$ cat config.mk
export PLATFORM = sky130hd
export DESIGN_NAME = mem_arbiter
export DESIGN_NICKNAME = d
export VERILOG_FILES = /design/src/rtl/mem_arbiter.sv
export SDC_FILE = /design/constraint.sdc
export NUM_CORES = 1
export LEC_CHECK = 0
export BUFFER_PORTS_ARGS = -buffer_cell sky130_fd_sc_hd__buf_2
export CAP_MARGIN = 0
export CORE_MARGIN = 5
export CORE_UTILIZATION = 47
export DETAILED_ROUTE_END_ITERATION = 10
export GPL_TIMING_DRIVEN = 0
export PLACE_DENSITY_LB_ADDON = 0.12
export SYNTH_ARGS = -nofsm -noshare
export SYNTH_HDL_FRONTEND = slang
export SYNTH_SLANG_ARGS = --single-unit
export TNS_END_PERCENT = 10
$ cat constraint.sdc
create_clock -name clk -period 2.6 [get_ports clk]
set_input_delay 0.26 -clock clk [delete_from_list [all_inputs] [get_ports clk]]
set_output_delay 0.26 -clock clk [all_outputs]
set_load 0.005 [all_outputs]
$ cat src/rtl/mem_arbiter.sv
// rtl/mem_arbiter.sv - fetch/data arbiter for one shared single-port memory, MEM has priority
// Optional IF starvation guard: define MEM_ARBITER_STARVE_GUARD_EN.
module mem_arbiter #(
  parameter int MAX_MEM_STREAK = 4
) (
  input  logic        clk,
  input  logic        rst,
  input  logic        if_req,
  input  logic [31:0] if_addr,
  output logic [31:0] if_rdata,
  output logic        if_ack,
  output logic        if_stall,
  input  logic        mem_req,
  input  logic        mem_we,
  input  logic [31:0] mem_addr,
  input  logic [31:0] mem_wdata,
  output logic [31:0] mem_rdata,
  output logic        mem_ack,
  output logic        mem_stall,
  output logic        bus_req,
  output logic        bus_we,
  output logic [31:0] bus_addr,
  output logic [31:0] bus_wdata,
  input  logic        bus_ready,
  input  logic [31:0] bus_rdata
);

  typedef enum logic [1:0] {
    IDLE    = 2'd0,
    GNT_IF  = 2'd1,
    GNT_MEM = 2'd2
  } state_t;

  state_t      r_state;
  state_t      w_next;
  logic        w_force_if;
  logic        w_take_if;
  logic        w_take_mem;
  logic        w_done_if;
  logic        w_done_mem;
  logic        r_if_ack;
  logic        r_mem_ack;
  logic        r_bus_we;
  logic [31:0] r_bus_addr;
  logic [31:0] r_bus_wdata;
  logic [31:0] r_if_rdata;
  logic [31:0] r_mem_rdata;

`ifdef MEM_ARBITER_STARVE_GUARD_EN
  localparam int STREAK_W = $clog2(MAX_MEM_STREAK + 1);
  localparam logic [STREAK_W-1:0] STREAK_MAX = STREAK_W'(MAX_MEM_STREAK);

  logic [STREAK_W-1:0] r_streak;

  assign w_force_if = if_req && (r_streak == STREAK_MAX);

  // Counts MEM wins over a waiting fetch; saturates until IF gets through.
  always_ff @(posedge clk or negedge rst) begin
    if (!rst) begin
      r_streak <= '0;
    end else if (r_state == IDLE) begin
      if (!if_req || w_take_if) begin
        r_streak <= '0;
      end else if (w_take_mem && (r_streak != STREAK_MAX)) begin
        r_streak <= r_streak + 1'b1;
      end
    end
  end
`else
  // Strict MEM priority: IF is never forced ahead.
  assign w_force_if = (MAX_MEM_STREAK < 0);
`endif

  always_ff @(posedge clk or negedge rst) begin
    if (!rst) r_state <= IDLE;
    else      r_state <= w_next;
  end

  always_comb begin
    w_next = r_state;
    case (r_state)
      IDLE: begin
        if (w_force_if)   w_next = GNT_IF;
        else if (mem_req) w_next = GNT_MEM;
        else if (if_req)  w_next = GNT_IF;
      end
      GNT_IF, GNT_MEM: begin
        if (bus_ready) w_next = IDLE;
      end
      default: w_next = IDLE;
    endcase
  end

  always_comb begin
    w_take_if  = (r_state == IDLE) && (w_next == GNT_IF);
    w_take_mem = (r_state == IDLE) && (w_next == GNT_MEM);
    w_done_if  = (r_state == GNT_IF) && bus_ready;
    w_done_mem = (r_state == GNT_MEM) && bus_ready;
    bus_req    = (r_state != IDLE);
  end

  // Request fields are captured once at grant so the bus stays stable whatever the requester does.
  always_ff @(posedge clk or negedge rst) begin
    if (!rst) begin
      r_if_ack    <= 1'b0;
      r_mem_ack   <= 1'b0;
      r_bus_we    <= 1'b0;
      r_bus_addr  <= '0;
      r_bus_wdata <= '0;
      r_if_rdata  <= '0;
      r_mem_rdata <= '0;
    end else begin
      r_if_ack  <= w_done_if;
      r_mem_ack <= w_done_mem;
      if (w_take_mem) begin
        r_bus_addr  <= mem_addr;
        r_bus_we    <= mem_we;
        r_bus_wdata <= mem_wdata;
      end else if (w_take_if) begin
        r_bus_addr  <= if_addr;
        r_bus_we    <= 1'b0;
        r_bus_wdata <= '0;
      end
      if (w_done_if) begin
        r_if_rdata <= bus_rdata;
      end
      if (w_done_mem && !r_bus_we) begin
        r_mem_rdata <= bus_rdata;
      end
    end
  end

  assign if_ack    = r_if_ack;
  assign mem_ack   = r_mem_ack;
  assign if_rdata  = r_if_rdata;
  assign mem_rdata = r_mem_rdata;
  assign bus_we    = r_bus_we;
  assign bus_addr  = r_bus_addr;
  assign bus_wdata = r_bus_wdata;
  assign if_stall  = if_req & ~r_if_ack;
  assign mem_stall = mem_req & ~r_mem_ack;

endmodule

After elaboration in Yosys (flattened, before gate mapping)
Index checks and enable logic that the tools add are counted.
{"block": "op_classes", "n_lt_le_gt_ge": 0, "n_addsub": 0, "n_shift": 0, "n_eq_ne": 4, "n_reduce_logical": 10, "bitwise_logic": 4, "n_mux": 10, "div": 0, "n_mul": 0}
{"cell": "32-bit two-way mux", "count": 4}
{"cell": "2-bit two-way mux", "count": 3}
{"cell": "1-bit logical AND", "count": 5}
{"cell": "2-bit by 1-bit == test with 1-bit output, second input constant", "count": 2}
{"cell": "2-bit == test, second input constant", "count": 2}
{"cell": "2-bit case mux with 2 select lines", "count": 1}
{"cell": "2-bit nonzero test", "count": 2}
{"cell": "1-bit bitwise AND", "count": 2}
{"cell": "2-bit zero test", "count": 1}
{"cell": "1-bit two-way mux", "count": 2}
{"cell": "1-bit inverter", "count": 2}
{"cell": "2-bit OR reduction", "count": 1}
{"cell": "1-bit zero test", "count": 1}
{"block": "word_totals", "latch_bits": 0, "word_cells": 36, "mem_bits_ro": 0, "output_inout_bits": 134, "inputBits": 134, "ram_bits": 0, "memories": 0, "ff_bits": 133}

Logic depth before layout (Yosys ltp)
Gate-level depths: netlist (run 1).
{"block": "logic_depth", "word_depth": 7, "mapped_depth": 9, "mapped_depth_nobuf": 7}

Worst setup path before layout (run 1)
OpenSTA, ideal clock, no wires.
{"block": "synth_path", "kind": "register -> register", "from": "register r_state[1]", "to": "register r_bus_addr[6], in the netlist bus_addr[6]", "path_buffers": 2, "required_time_ns": 2.477, "setup_slack_ns": 0.770, "t_arrival_ns": 1.707, "setup_time_ns": 0.123, "synth_period_minus_slack_ns": 1.830, "stages_incl_launch_ff": 10, "cell_sequence": "dfrtp_1 inv_1 ha_1 nand2b_2 o21ai_1 a32o_2 buf_6 buf_6 o21bai_1 o221a_2"}
{"block": "synth_via", "elab_chain_cells": 6, "word_cells_on_any_way": 14, "classes_between": "eq/ne: 4; mux: 5; reduce/logical: 5"}
{"item": "start, declared", "line": "34", "text": "state_t r_state;"}
{"item": "start signal, assigned", "line": "76", "text": "else r_state <= w_next;"}
{"item": "2-bit by 1-bit == test with 1-bit output, or another cell as far along", "line": "81", "text": "case (r_state)"}
{"item": "2-bit OR reduction / 2-bit two-way mux (equally long branches)", "line": "81, 84"}
{"item": "2-bit case mux with 2 select lines", "line": "81"}
{"item": "2-bit == test / 2-bit by 1-bit == test with 1-bit output (equally long branches)", "line": "96, 95"}
{"item": "1-bit logical AND (on tied branches)", "line": "96, 95"}
{"item": "32-bit two-way mux / 2-bit nonzero test (equally long branches)"}
{"item": "end signal, assigned", "line": "116", "text": "r_bus_addr <= mem_addr;"}
{"item": "end signal, assigned", "line": "120", "text": "r_bus_addr <= if_addr;"}
{"item": "end, declared", "line": "44", "text": "logic [31:0] r_bus_addr;"}
Parallel ways exist; a longest one is shown, timed or not.
A chain may end at the register's enable or synchronous reset.

Final worst setup path (run 1)
{"block": "layout_path", "from": "register r_state[1]", "to": "register r_bus_wdata[11], in the netlist bus_wdata[11]"}
{"block": "layout_via", "elab_chain_cells": 6, "word_cells_on_any_way": 14, "classes_between": "eq/ne: 4; mux: 5; reduce/logical: 5"}
{"item": "2-bit by 1-bit == test with 1-bit output, or another cell as far along", "line": "81"}
{"item": "2-bit OR reduction / 2-bit two-way mux (equally long branches)", "line": "81, 84"}
{"item": "2-bit case mux with 2 select lines", "line": "81"}
{"item": "2-bit == test / 2-bit by 1-bit == test with 1-bit output (equally long branches)", "line": "96, 95"}
{"item": "1-bit logical AND (on tied branches)", "line": "96, 95"}
{"item": "32-bit two-way mux / 2-bit nonzero test (equally long branches)"}
{"item": "end signal, assigned", "line": "118", "text": "r_bus_wdata <= mem_wdata;"}
{"item": "end, declared", "line": "45", "text": "logic [31:0] r_bus_wdata;"}
Parallel ways exist; a longest one is shown, timed or not.

==> results of run 1 <==
## what timing repair did
item                                    4_1_cts  5_1_grt
hold endpoints to repair                     49        0
endpoints found under the setup margin        0        0
gates resized for setup                       0        0
buffers inserted                              0        0
hold buffers                                  1        0
## registers in the layout, indices dropped and copies added, names as in the netlist
signal / flops
r_state: 2
bus_wdata: 32
mem_rdata: 32
if_rdata: 32
bus_addr: 32
mem_ack: 1
if_ack: 1
bus_we: 1
## critical path: cells and delay by family (launching register included)
family	cells	cell delay (ps)
AND/OR/NAND/NOR	3	600
flip-flops	1	440
AO/OA/AOI/OAI	2	400
buffers and inverters	2	350
adder cells (fa/ha/maj)	1	300
## per-layer routing
metal  vias to the layer above  wire length [microns]  track usage, %
met5                         -                     11               0
li1                       2329                      -               -
met1                      2463                   6630            27.0
met3                        33                   1570            8.46
met4                         2                    416            8.51
met2                       211                   8880            39.5
## metrics by stage
| stage | util (%) | TNS, ps | cell area (sq um) | power [mW] | hold WS (ps) |
|---|---|---|---|---|---|
| final | 65.2 | 0 | 8200 | 11.9 | 87.6 |
| after global routing | 65.2 | 0 | 8200 | 12.8 | 71.1 |
| after CTS | 65.2 | 0 | 8190 | 12.0 | 71.3 |
| after detailed placement | 60.4 | 0 | 7590 | 9.57 | 229 |
| after global placement | 60.1 | -65390 | 7550 | 9.32 | 470 |
| after floorplan | - | 0 | 6000 | 7.44 | -35.6 |
## where the power goes
part	internal [mW]	switching (mW)
Combinational	2.96	2.67
Clock	1.52	0.881
Sequential	3.19	0.706
Total	7.67	4.26
## synth_stat cells, drive strengths merged
library cell,number,area [sq um]
a211o,1,8.76
a211oi,1,12.5
a21o,1,7.51
a21oi,2,32.5
a22oi,33,248
a32o,1,11.3
and2,1,6.26
buf,35,216
clkbuf,3,11.3
dfrtp,133,3330
ha,4,50.1
inv,5,18.8
mux2,64,721
nand2,2,7.51
nand2b,4,30.0
nor2,37,141
nor2b,3,18.8
nor3,33,165
o21ai,1,5.00
o21bai,32,240
o221a,32,360
o2bb2ai,33,352
or2,1,8.76
## cell type report
cell class | instances | share of cell area (%)
flip-flops and latches | 133 | 40.6
diodes | 1 | 0.0305
multi-input cells | 286 | 29.6
well taps | 172 | 2.63
repair buffers | 269 | 16.8
clock buffers | 18 | 5.36
inverters | 5 | 0.229
plain buffers | 38 | 2.78
clock inverters | 12 | 1.92
## cell families after synthesis
| family | Yosys count |
|---|---|
| buffers and inverters | 43 |
| muxes | 64 |
| adders and majority gates | 4 |
| DFF | 133 |
| AOI/OAI and AO/OA | 137 |
| and+or+nand+nor | 81 |
## worst max-delay path by stage
stage	startpoint	to	slack, ps	cells after the start
final	r_state[1]	bus_wdata[11]	430	8
after global routing	r_state[1]	bus_wdata[3]	200	8
after CTS	r_state[1]	bus_wdata[16]	410	8
after detailed placement	r_state[1]	bus_wdata[12]	410	8
after global placement	rst	mem_rdata[12]	-500	1
after floorplan	r_state[1]	bus_addr[6]	770	9
==> flow_summary.yaml, run 1 <==
floorplanning:
  die_h_microns: 123
  initial_core_util_pct: 47.7
  std_cell_rows: 41
  die_w_microns: 123
  io_pins: 268
  core_sq_mm: 0.0126
  die_area_sq_mm: 0.0151
job:
  drv_cap: 0
yosys:
  synth_top_family_by_area: "compound AO/OA/AOI/OAI gates"
  netlist_instances: 462
  muxShareOfSynthArea_pct: 12.0
  yosysSeqAreaShare_pct: 55.5
  synth_fa_ha_area_share_pct: 0.834
  synth_compound_area_share_pct: 21.3
  synth_warnings: 0
  synth_seq_cells: 133
  synth_xor_area_share_pct: 0
  synth_cell_types: 31
  synth_area_sq_mm: 0.00600
  yosys.area_share.simple_pct: 6.30
  avgSynthCellArea_sq_um: 13.0
  syn_nets: 600
setup_path:
  slowest_stage: "dfrtp_1"
  path_cells: "inv_1 > ha_1 > nand2b_2 > nor2_2 > or2_4 > a21o_1 > buf_4 > o2bb2ai_1"
  cp_max_fo: 10
  required_ps: 2940
  path_class: "reg -> reg"
  r2r_setup_slack_ps: 430
  cpPeakStageDelay_ps: 440
  end_kind: "flip-flop"
  startpoint_type: "flip-flop"
  r2r-start: "r_state[1]"
  r2r_cells: 8
  crit_arrival_ps: 2510
  r2r-end: "bus_wdata[11]"
clock_tree:
  numCtsBuffers: 17
  htree_num_levels: 4
  clkTransAtPathRegs_ps: 60
  clock_latency_ps: 410
  clockRootBuffer: "clkbuf_16"
  clk_path_buf_depth: 2
  cts_tree: "done"
  clock_sinks: 133
outcome:
  status: "finished, final reports clean"
place:
  placed_cells: 902
  finalWeightedCongestion: 0.812
  dp_hpwl_microns: 13000
  io_buffers: 267
  pre_cts_slack_ps: 410
sta:
  finalHoldViolations: 0
  finalCriticalPeriod_ps: 2170
  setup_viol: 0
  worst_pin_slew_ps: 619
  rsz0062_at_grt: "no"
  finalClockSkew_ps: 3.98
  fin_ws_ps: 427
  slew_headroom_pct: 58.7
  fmax_ghz: 0.460
  fin_crit_sh_pct: 83.6
  slew_viol_final: 0
cells_and_area:
  area_growth_pct: 36.6
  layout.cells.non_filler: 934
  n_fill_cell: 967
  final_cell_mix: "buf_2 (289), dfrtp_1 (133), mux2_2 (63), nor2_1 (36)"
  nNetsFinal: 888
  drive_above_1_share_pct: 57.0
  regArea_sq_mm: 0.00333
  final_common_cell: "buf_2"
  multi_input_area_sq_mm: 0.00243
hold_path:
  min_to: "mem_rdata[24]"
  min_from: "bus_rdata[24]"
  hp-class: "in -> reg"
  worstHoldPathCells: 2
routing:
  postRouteAntennaNets: 0
  drtIter0Drc: 268
  firstDrtPassIters: 5
  via_count: 5038
  wl_per_cell_microns: 18.7
  via_per_inst: 5.39
  route.detailed.drc: 0
  wl_microns: 17500
power_and_ir_drop:
  cellPowerDensity_mw_per_mm2: 1450
  irDropWorstVdd_uv: 898
  leakagePower_nw: 3.96
global_routing:
  overflow: 0
  grt_pass1_vias: 5229
  grt_pass1_wl_microns: 27100
  grt_max_degree: 85
  antenna_found_initial: 2
  grt_use_total_pct: 23.2
Power figures use the tool's default switching activity.
==> inputs of run 2 (changes only) <==
==> constraint.sdc (replaced) <==
create_clock -name clk -period 2.2 [get_ports clk]
set_input_delay 0.22 -clock clk [delete_from_list [all_inputs] [get_ports clk]]
set_output_delay 0.22 -clock clk [all_outputs]
set_load 0.005 [all_outputs]
==> run 2 against run 1 <==
Hold slack worse by 40 ps. Clock power is 18% higher. Critical path depth stayed put. Cell area is 0.24% higher. Worst setup slack worse by 290 ps. Combinational power is 19% higher. Maximum frequency is 5.2% higher. Via count is 0.36% lower. Largest cell class unchanged. Highest routed layer unchanged.
==> flow_summary.yaml, run 2 (synthesis gave the netlist of run 1 again) <==
global_routing:
  grt_pass1_wl_microns: 27100
  antenna_found_initial: 2
  grt_use_total_pct: 23.2
  overflow: 0
  grt.met3_usage_pct: 8.46
  met2_usage_pct: 39.5
  grt_most_used_layer: "met2"
  grt_pass1_vias: 5229
  grt_util_met1_pct: 27.0
  grt_max_degree: 85
power_and_ir_drop:
  p_clk_share_pct: 20.1
  power.internal_mw: 9.08
  cellPowerDensity_mw_per_mm2: 1720
  p_switching_mw: 5.05
  seq_power_share_pct: 32.6
  leakagePower_nw: 3.97
  power.share.switching_pct: 35.7
  power_frac_comb_pct: 47.3
  irDropWorstVdd_uv: 1060
routing:
  drtIter0Drc: 251
  via_count: 5020
  postRouteAntennaNets: 0
  via_per_inst: 5.37
  firstDrtPassIters: 4
  route.detailed.drc: 0
  wl_per_cell_microns: 18.8
  wl_microns: 17500
hold_path:
  min_from: "bus_rdata[24]"
  worstHoldPathCells: 2
  hp-class: "in -> reg"
  min_to: "mem_rdata[24]"
sta:
  finalCriticalPeriod_ps: 2070
  finalHoldViolations: 0
  slew_headroom_pct: 58.7
  slew_viol_final: 0
  setup_viol: 0
  fmax_ghz: 0.484
  rsz0062_at_grt: "no"
  fin_crit_sh_pct: 93.9
  finalClockSkew_ps: 5.66
  whs_ps: 47.6
  fin_ws_ps: 134
  fin_tns_setup_ps: 0
  worst_pin_slew_ps: 619
clock_tree:
  clock_sinks: 133
  clockRootBuffer: "clkbuf_16"
  numCtsBuffers: 17
  htree_num_levels: 4
  clkTransAtPathRegs_ps: 60
  cts_tree: "done"
  clock_latency_ps: 410
  clk_path_buf_depth: 2
  post_cts_buffers: 0
setup_path:
  cp_max_fo: 10
  r2r_setup_slack_ps: 130
  path_class: "reg -> reg"
  crit_arrival_ps: 2410
  r2r_cells: 8
  required_ps: 2540
  r2r-start: "r_state[1]"
  end_kind: "flip-flop"
  startpoint_type: "flip-flop"
  r2r-end: "bus_addr[23]"
floorplanning:
  io_pins: 268
  std_cell_rows: 41
  core_sq_mm: 0.0126
  die_area_sq_mm: 0.0151
  initial_core_util_pct: 47.7
  die_h_microns: 123
  die_w_microns: 123
place:
  dp_hpwl_microns: 13000
  io_buffers: 267
  pre_cts_slack_ps: 10.0
  finalWeightedCongestion: 0.812
outcome:
  status: "finished, final reports clean"
cells_and_area:
  drive_above_1_share_pct: 57.6
  nNetsFinal: 888
  area_growth_pct: 36.9
  final_common_cell: "buf_2"
  postLayoutCoreUtil_pct: 65.4
  final_cell_mix: "buf_2 (288), dfrtp_1 (132), mux2_2 (63), nor2_1 (35)"
job:
  drv_cap: 0
run 2: worst max path at each step:
stage | startpoint | endpoint | slack, ps
2_1_floorplan | r_state[1] | bus_addr[6] | 370
3_3_place_gp | rst | mem_rdata[12] | -860
3_5_place_dp | r_state[1] | bus_wdata[12] | 10
4_1_cts | r_state[1] | bus_wdata[16] | 10
5_1_grt | r_state[1] | bus_wdata[14] | 20
6_report | r_state[1] | bus_addr[23] | 130
run 2: cell type report:
type,instances,area [sq um]
fill,965,4350
sequential,133,3330
multi-input combinational,286,2440
timing repair buffer,269,1380
clock buffer,18,439
buffer,38,231
tap,172,215
clock inverter,12,158
inverter,5,18.8
antenna,1,2.50
run 2: critical path, stage by stage, from the launching register on:
cell and delay, ps:
dfrtp_2 420, inv_2 80, ha_1 290, nand2b_2 120, o21ai_1 100, a32o_2 250, buf_1 370, o21bai_1 180
o221a_1 190
run 2: what timing repair did:
item                                   CTS  global route
setup endpoints to repair                0            60
resized for setup                        0             9
endpoints found under the hold margin   49             0
hold buffers                             1             0
run 2: power by group through the flow:
stage	clock, mW	sequential, mW	combinational (mW)
after global placement	0	4.53	6.49
after floorplan	0	4.65	4.15
final	2.84	4.60	6.68
after global routing	3.02	4.76	7.36
after CTS	2.90	4.59	6.75
after detailed placement	0	4.60	6.71
run 2: through the flow:
stage	instances	total power, mW	cell area, sq um
final	934	14.1	8220
after global routing	934	15.1	8220
after CTS	933	14.2	8190
after detailed placement	902	11.3	7590
after global placement	901	11.0	7550
after floorplan	462	8.80	6000
run 2: layer usage:
metal / up-vias / share of wire, %
met3: 27 / 8.6
met1: 2466 / 38
met2: 192 / 51
li1: 2333 / -
met5: - / 0.063
met4: 2 / 2.1
